### config.mk
export PLATFORM = sky130hd
export DESIGN_NAME = cache_fill_arbiter
export DESIGN_NICKNAME = d
export VERILOG_FILES = /design/src/rtl/cache_fill_arbiter.sv
export SDC_FILE = /design/constraint.sdc
export NUM_CORES = 1
export LEC_CHECK = 0
export CAP_MARGIN = 20
export CELL_PAD_IN_SITES_DETAIL_PLACEMENT = 0
export CELL_PAD_IN_SITES_GLOBAL_PLACEMENT = 2
export CORE_ASPECT_RATIO = 0.6
export CORE_UTILIZATION = 24
export DETAILED_ROUTE_END_ITERATION = 10
export HOLD_SLACK_MARGIN = 0.15
export PLACE_DENSITY_LB_ADDON = 0.1
export SYNTH_ARGS = -nofsm -noshare
export SYNTH_HDL_FRONTEND = slang
export SYNTH_SLANG_ARGS = --single-unit
### constraint.sdc
create_clock -name clk -period 1.9 [get_ports clk]
set_input_delay 0.57 -clock clk [delete_from_list [all_inputs] [get_ports clk]]
set_output_delay 0.57 -clock clk [all_outputs]
set_load 0.02 [all_outputs]
### src/rtl/cache_fill_arbiter.sv
// cache_fill_arbiter: shared miss handler between the I-cache, the D-cache and
// main memory. It grants one request at a time (store > D miss > I miss),
// reads a whole block as BLOCK_WORDS word reads, streams the returned words
// into the owning cache's data array, and then pulses that cache's tag write.
//
// Optional feature macro: CACHE_FILL_WRITE_THROUGH_EN
//   defined   : D-cache write-through stores are issued through a WRITE state
//   undefined : d_wr_* inputs are ignored; d_wr_ack, mem_wr and mem_wdata are 0
//
// Ports:
//   clk, rst_n                       clock, async active-low reset
//   i_miss / i_miss_addr             I-cache miss request and byte address
//   d_miss / d_miss_addr             D-cache miss request and byte address
//   d_wr_req/d_wr_addr/d_wr_data     D-cache store request
//   d_wr_ack                         pulse when the store is issued to memory
//   mem_en/mem_wr/mem_addr/mem_wdata memory command (registered)
//   mem_rdata/mem_rvalid             in-order read return
//   fill_data/fill_word              word and word index for the data array
//   i_data_we/d_data_we              data array write strobes
//   i_tag_we/d_tag_we                tag/valid write pulses
//   fill_addr                        latched block base address
module cache_fill_arbiter #(
    parameter int unsigned ADDR_W      = 16,
    parameter int unsigned DATA_W      = 16,
    parameter int unsigned BLOCK_WORDS = 8
) (
    input  logic                           clk,
    input  logic                           rst_n,
    input  logic                           i_miss,
    input  logic [ADDR_W-1:0]              i_miss_addr,
    input  logic                           d_miss,
    input  logic [ADDR_W-1:0]              d_miss_addr,
    input  logic                           d_wr_req,
    input  logic [ADDR_W-1:0]              d_wr_addr,
    input  logic [DATA_W-1:0]              d_wr_data,
    output logic                           d_wr_ack,
    output logic                           mem_en,
    output logic                           mem_wr,
    output logic [ADDR_W-1:0]              mem_addr,
    output logic [DATA_W-1:0]              mem_wdata,
    input  logic [DATA_W-1:0]              mem_rdata,
    input  logic                           mem_rvalid,
    output logic [DATA_W-1:0]              fill_data,
    output logic [$clog2(BLOCK_WORDS)-1:0] fill_word,
    output logic                           i_data_we,
    output logic                           d_data_we,
    output logic                           i_tag_we,
    output logic                           d_tag_we,
    output logic [ADDR_W-1:0]              fill_addr
);

    localparam int unsigned WORD_W = $clog2(BLOCK_WORDS);
    localparam int unsigned CNT_W  = WORD_W + 1;
    // Byte offset bits within one block (two bytes per word).
    localparam logic [ADDR_W-1:0] OFF_MASK = ADDR_W'(2 * BLOCK_WORDS - 1);
    localparam logic [CNT_W-1:0]  CNT_FULL = CNT_W'(BLOCK_WORDS);

`ifdef CACHE_FILL_WRITE_THROUGH_EN
    typedef enum logic [1:0] {
        IDLE  = 2'd0,
        FILL  = 2'd1,
        TAG   = 2'd2,
        WRITE = 2'd3
    } state_t;
`else
    typedef enum logic [1:0] {
        IDLE  = 2'd0,
        FILL  = 2'd1,
        TAG   = 2'd2
    } state_t;
`endif

    state_t             state, state_nx;
    logic               owner_d, owner_d_nx;
    logic [CNT_W-1:0]   issue_cnt, issue_nx;
    logic [CNT_W-1:0]   ret_cnt, ret_nx;
    logic               mem_en_nx;
    logic [ADDR_W-1:0]  mem_addr_nx;
    logic [DATA_W-1:0]  fill_data_nx;
    logic [WORD_W-1:0]  fill_word_nx;
    logic               i_data_we_nx, d_data_we_nx;
    logic               i_tag_we_nx, d_tag_we_nx;
    logic [ADDR_W-1:0]  fill_addr_nx;
    logic [ADDR_W-1:0]  miss_base_c;

`ifdef CACHE_FILL_WRITE_THROUGH_EN
    logic               mem_wr_nx;
    logic [DATA_W-1:0]  mem_wdata_nx;
    logic               d_wr_ack_nx;
`endif

    // Aligned block base of the miss that would win arbitration (D over I).
    assign miss_base_c = (d_miss ? d_miss_addr : i_miss_addr) & ~OFF_MASK;

    // Next-state and next-output logic.
    always_comb begin
        state_nx     = state;
        owner_d_nx   = owner_d;
        issue_nx     = issue_cnt;
        ret_nx       = ret_cnt;
        mem_en_nx    = 1'b0;
        mem_addr_nx  = mem_addr;
        fill_data_nx = fill_data;
        fill_word_nx = fill_word;
        i_data_we_nx = 1'b0;
        d_data_we_nx = 1'b0;
        i_tag_we_nx  = 1'b0;
        d_tag_we_nx  = 1'b0;
        fill_addr_nx = fill_addr;
`ifdef CACHE_FILL_WRITE_THROUGH_EN
        mem_wr_nx    = 1'b0;
        mem_wdata_nx = mem_wdata;
        d_wr_ack_nx  = 1'b0;
`endif
        case (state)
            IDLE: begin
`ifdef CACHE_FILL_WRITE_THROUGH_EN
                if (d_wr_req) begin
                    state_nx     = WRITE;
                    mem_en_nx    = 1'b1;
                    mem_wr_nx    = 1'b1;
                    mem_addr_nx  = d_wr_addr;
                    mem_wdata_nx = d_wr_data;
                    d_wr_ack_nx  = 1'b1;
                end else
`endif
                if (d_miss || i_miss) begin
                    state_nx     = FILL;
                    owner_d_nx   = d_miss;
                    fill_addr_nx = miss_base_c;
                    // Read of word 0 is issued on the grant edge itself, so
                    // the issue count leaves the grant already at one.
                    mem_en_nx    = 1'b1;
                    mem_addr_nx  = miss_base_c;
                    issue_nx     = CNT_W'(1);
                    ret_nx       = '0;
                end
            end
            FILL: begin
                if (issue_cnt < CNT_FULL) begin
                    mem_en_nx   = 1'b1;
                    mem_addr_nx = fill_addr + ADDR_W'({issue_cnt[WORD_W-1:0], 1'b0});
                    issue_nx    = issue_cnt + CNT_W'(1);
                end
                // ret_cnt reaches full in the cycle the last data write is
                // visible; the tag write follows directly.
                if (ret_cnt == CNT_FULL) begin
                    state_nx    = TAG;
                    i_tag_we_nx = ~owner_d;
                    d_tag_we_nx = owner_d;
                end else if (mem_rvalid) begin
                    fill_data_nx = mem_rdata;
                    fill_word_nx = WORD_W'(ret_cnt);
                    i_data_we_nx = ~owner_d;
                    d_data_we_nx = owner_d;
                    ret_nx       = ret_cnt + CNT_W'(1);
                end
            end
            TAG: begin
                state_nx = IDLE;
            end
`ifdef CACHE_FILL_WRITE_THROUGH_EN
            WRITE: begin
                state_nx = IDLE;
            end
`endif
            default: begin
                state_nx = IDLE;
            end
        endcase
    end

    // State and registered outputs.
    always_ff @(posedge clk or negedge rst_n) begin
        if (!rst_n) begin
            state     <= IDLE;
            owner_d   <= 1'b0;
            issue_cnt <= '0;
            ret_cnt   <= '0;
            mem_en    <= 1'b0;
            mem_addr  <= '0;
            fill_data <= '0;
            fill_word <= '0;
            i_data_we <= 1'b0;
            d_data_we <= 1'b0;
            i_tag_we  <= 1'b0;
            d_tag_we  <= 1'b0;
            fill_addr <= '0;
        end else begin
            state     <= state_nx;
            owner_d   <= owner_d_nx;
            issue_cnt <= issue_nx;
            ret_cnt   <= ret_nx;
            mem_en    <= mem_en_nx;
            mem_addr  <= mem_addr_nx;
            fill_data <= fill_data_nx;
            fill_word <= fill_word_nx;
            i_data_we <= i_data_we_nx;
            d_data_we <= d_data_we_nx;
            i_tag_we  <= i_tag_we_nx;
            d_tag_we  <= d_tag_we_nx;
            fill_addr <= fill_addr_nx;
        end
    end

`ifdef CACHE_FILL_WRITE_THROUGH_EN
    // Store command registers.
    always_ff @(posedge clk or negedge rst_n) begin
        if (!rst_n) begin
            mem_wr    <= 1'b0;
            mem_wdata <= '0;
            d_wr_ack  <= 1'b0;
        end else begin
            mem_wr    <= mem_wr_nx;
            mem_wdata <= mem_wdata_nx;
            d_wr_ack  <= d_wr_ack_nx;
        end
    end
`else
    // Store path absent: outputs tied off, store inputs deliberately unused.
    logic unused_store;
    assign unused_store = ^{d_wr_req, d_wr_addr, d_wr_data};
    assign mem_wr       = 1'b0;
    assign mem_wdata    = '0;
    assign d_wr_ack     = 1'b0;
`endif

endmodule
==> flow_metrics.env <==
export IMPL_status="complete, no violations"
export IMPL_skew_ps=3.817
export IMPL_maxSlewViolCount=0
export IMPL_yosysTopAreaCell="dfrtp_1"
export IMPL_viasPerCell=3.932
export IMPL_yosysTopAreaCellShare=0.5120
export IMPL_finalCritPeriodShare=0.9750
export IMPL_crit_chain="clkdlybuf4s50_1"
export IMPL_async_flop_share=1.000
export IMPL_antenna_diode_count=0
export IMPL_drc=0
export IMPL_p_per_area_nw_per_um2=1761
export IMPL_cts_max_level=3
export IMPL_nets=417
export IMPL_synthTopCellsByArea="dfrtp_1, mux2_2, mux2_4"
export IMPL_hold_viol=0
export IMPL_ys_seq_elements=62
export IMPL_grt_max_degree=63
export IMPL_die_w_um=147.1
export IMPL_startpoint_type="flip-flop"
export IMPL_finalSetupViolations=0
export IMPL_root_buffer="clkbuf_16"
export IMPL_ant_nets=0
export IMPL_cp_arrival_ps=1280
export IMPL_cts_buffers=9
export IMPL_setup_tns_ps=0
export IMPL_syn_inst=216
export IMPL_wl_per_cell_um=13.94
export IMPL_initial_core_util=0.2488
export IMPL_firstDrtPassIters=4
export IMPL_finalPower_mw=7.994
export IMPL_synth_cell_type_count=39
export IMPL_cpPeakStageDelay_ps=610
export IMPL_critPathLaunch="mem_addr[14]"
export IMPL_numPortBuffers=95
export IMPL_fin_area_um2=4539
export IMPL_grtUsageTotal=0.1139
export IMPL_std_cell_rows=31
export IMPL_die_y_um=89.04
export IMPL_boundaryPins=160
export IMPL_drt_total_wl_um=6944
export IMPL_antenna_found_initial=0
export IMPL_rsz0062_at_grt="no"
export IMPL_grt_pass1_wl_um=10930
export IMPL_synth_common_cells="dfrtp_1, mux2_2, buf_4"
export IMPL_period_needed_ps=1852
export IMPL_grt_pass1_vias=1917
export IMPL_yosysWarningCount=0
export IMPL_crit_type="flip-flop to output port"
export IMPL_max_vdd_ir_drop_v=0.0004954
export IMPL_area_growth_pct=49.79
export IMPL_num_vias=1958
export IMPL_cts_hold_buf=0
export IMPL_yosysMostFrequentCell="dfrtp_1"
export IMPL_r2r_slack_ps=250
export IMPL_power_leakage_nw=2.167
export IMPL_slowest_stage="clkdlybuf4s50_1"
export IMPL_fmax_ghz=0.5398
export IMPL_reg2reg_from="state[1]"
export IMPL_post_dp_hpwl_um=4755
export IMPL_synth_seq_area_share=0.5120
export IMPL_ys_flop_type="dfrtp_1"
export IMPL_cts_clk_slew_worst_paths_ps=50
export IMPL_crit_buf_inv=1
export IMPL_gp_congestion=0.6779
export IMPL_synth_area_per_cell_um2=14.03
export IMPL_cp_top_family="buffers and inverters"
export IMPL_worst_hold_path_type="input pin to async pin"
export IMPL_drive_gt1_frac=0.2583
export IMPL_cts_buffer_depth=2
export IMPL_grt_overflow=0
export IMPL_synth_edf_count=0
export IMPL_cts_sinks=62
export IMPL_dieArea_um2=13090
export IMPL_placed_cell_area_um2=4199
export IMPL_cp_max_fo=2
export IMPL_fill_cells=1206
export IMPL_synth_area_um2=3030
export IMPL_endpoint_kind="output port"
export IMPL_cts_tree="yes"
export IMPL_drt_iter0_drc=65
export IMPL_cap_violations=0
export IMPL_clock_latency_ps=330
export IMPL_required_ps=1330
export IMPL_core_area_um2=12180
-- stage by stage --
stage | util | hold WS (ps) | setup slack (ps) | cells
6_report | 0.3727 | 258.2 | 47.51 | 498
4_1_cts | 0.3687 | 265.9 | 0.8296 | 498
3_5_place_dp | 0.3448 | 475.0 | -409.6 | 481
2_1_floorplan | - | 274.4 | 160.4 | 238
3_3_place_gp | 0.3448 | 473.0 | -396.9 | 481
5_1_grt | 0.3727 | 279.7 | 2.383 | 498
-- registers in the layout (all words and copies together), names as in the netlist --
signal and flops:
d_data_we 1, d_tag_we 1, fill_addr 12, fill_data 16, fill_word 3, i_data_we 1, i_tag_we 1, issue_cnt 4
mem_addr 15, mem_en 1, owner_d 1, ret_cnt 4, state 2
-- power by group --
| part | internal, mW | switching [mW] | total, mW | leakage (nW) |
|---|---|---|---|---|
| clock | 0.911 | 0.575 | 1.49 | 0.132 |
| combinational | 2.26 | 1.84 | 4.11 | 1.29 |
| sequential | 1.98 | 0.424 | 2.40 | 0.743 |
| total | 5.16 | 2.84 | 7.99 | 2.17 |
-- final timing paths --
kind,to,cells after the start
max,mem_addr[14],1
min,fill_data[2],2
max reg2reg,mem_addr[14],5
min reg2reg,mem_addr[4],1
max in group asynchronous,mem_addr[5],2
min in group clk,mem_addr[4],1
-- kinds of logic after synthesis --
group / synth area share
mux: 0.2791
fa+ha+maj: 0.01239
flops: 0.5120
simple gates: 0.05904
xor+xnor: 0.005781
compound gates: 0.04170
other cells: 0.001237
buf+inv: 0.08877
-- worst reg2reg max path: cells and delay by family, from the launching register on --
kind,cells,cell delay (ps)
AO/OA/AOI/OAI,1,220
buffers and inverters,2,220
flip-flops,1,450
multiplexers,1,330
AND/OR/NAND/NOR,1,310
-- repair_timing --
action | CTS | global route
resized for setup | 8 | 20
setup buffers | 0 | 0
setup endpoints to repair | 11 | 26
gates cloned | 1 | 0
-- cells in the final DEF (no fill, tap or decap), types with 2 or more instances in the layout --
master,instances
a22o_1,4
mux2i_1,2
nor3_1,2
nand4_1,2
conb_1,23
nand2b_1,2
dlymetal6s2s_1,19
mux2_4,19
inv_1,5
clkdlybuf4s50_1,67
o21ai_0,5
dfrtp_1,62
dlygate4sd2_1,7
buf_4,8
clkbuf_1,2
mux2_1,21
nand2_1,4
buf_12,6
xnor2_1,2
ha_1,3
clkinv_2,3
mux2_2,27
nor2_1,5
clkbuf_16,9
-- routing by layer --
layer  up-vias  part of all wire  GRT usage
met5         -                 0          0
met4         0             0.011    0.04499
met3         8             0.066    0.04643
met2        72              0.37     0.1411
met1       943              0.55     0.1688
li1        935                 -          -
-- layout make-up --
cell class	count	area (um2)	share of cell area
Multi-Input combinational cell	139	1292	0.2847
Clock inverter	4	22.52	0.004961
Timing Repair Buffer	110	1197	0.2638
Clock buffer	12	246.5	0.05430
Sequential cell	62	1551	0.3418
Inverter	6	22.52	0.004961
Tap cell	165	206.4	0.04548
Note: power is estimated with default switching activity, not from simulation.
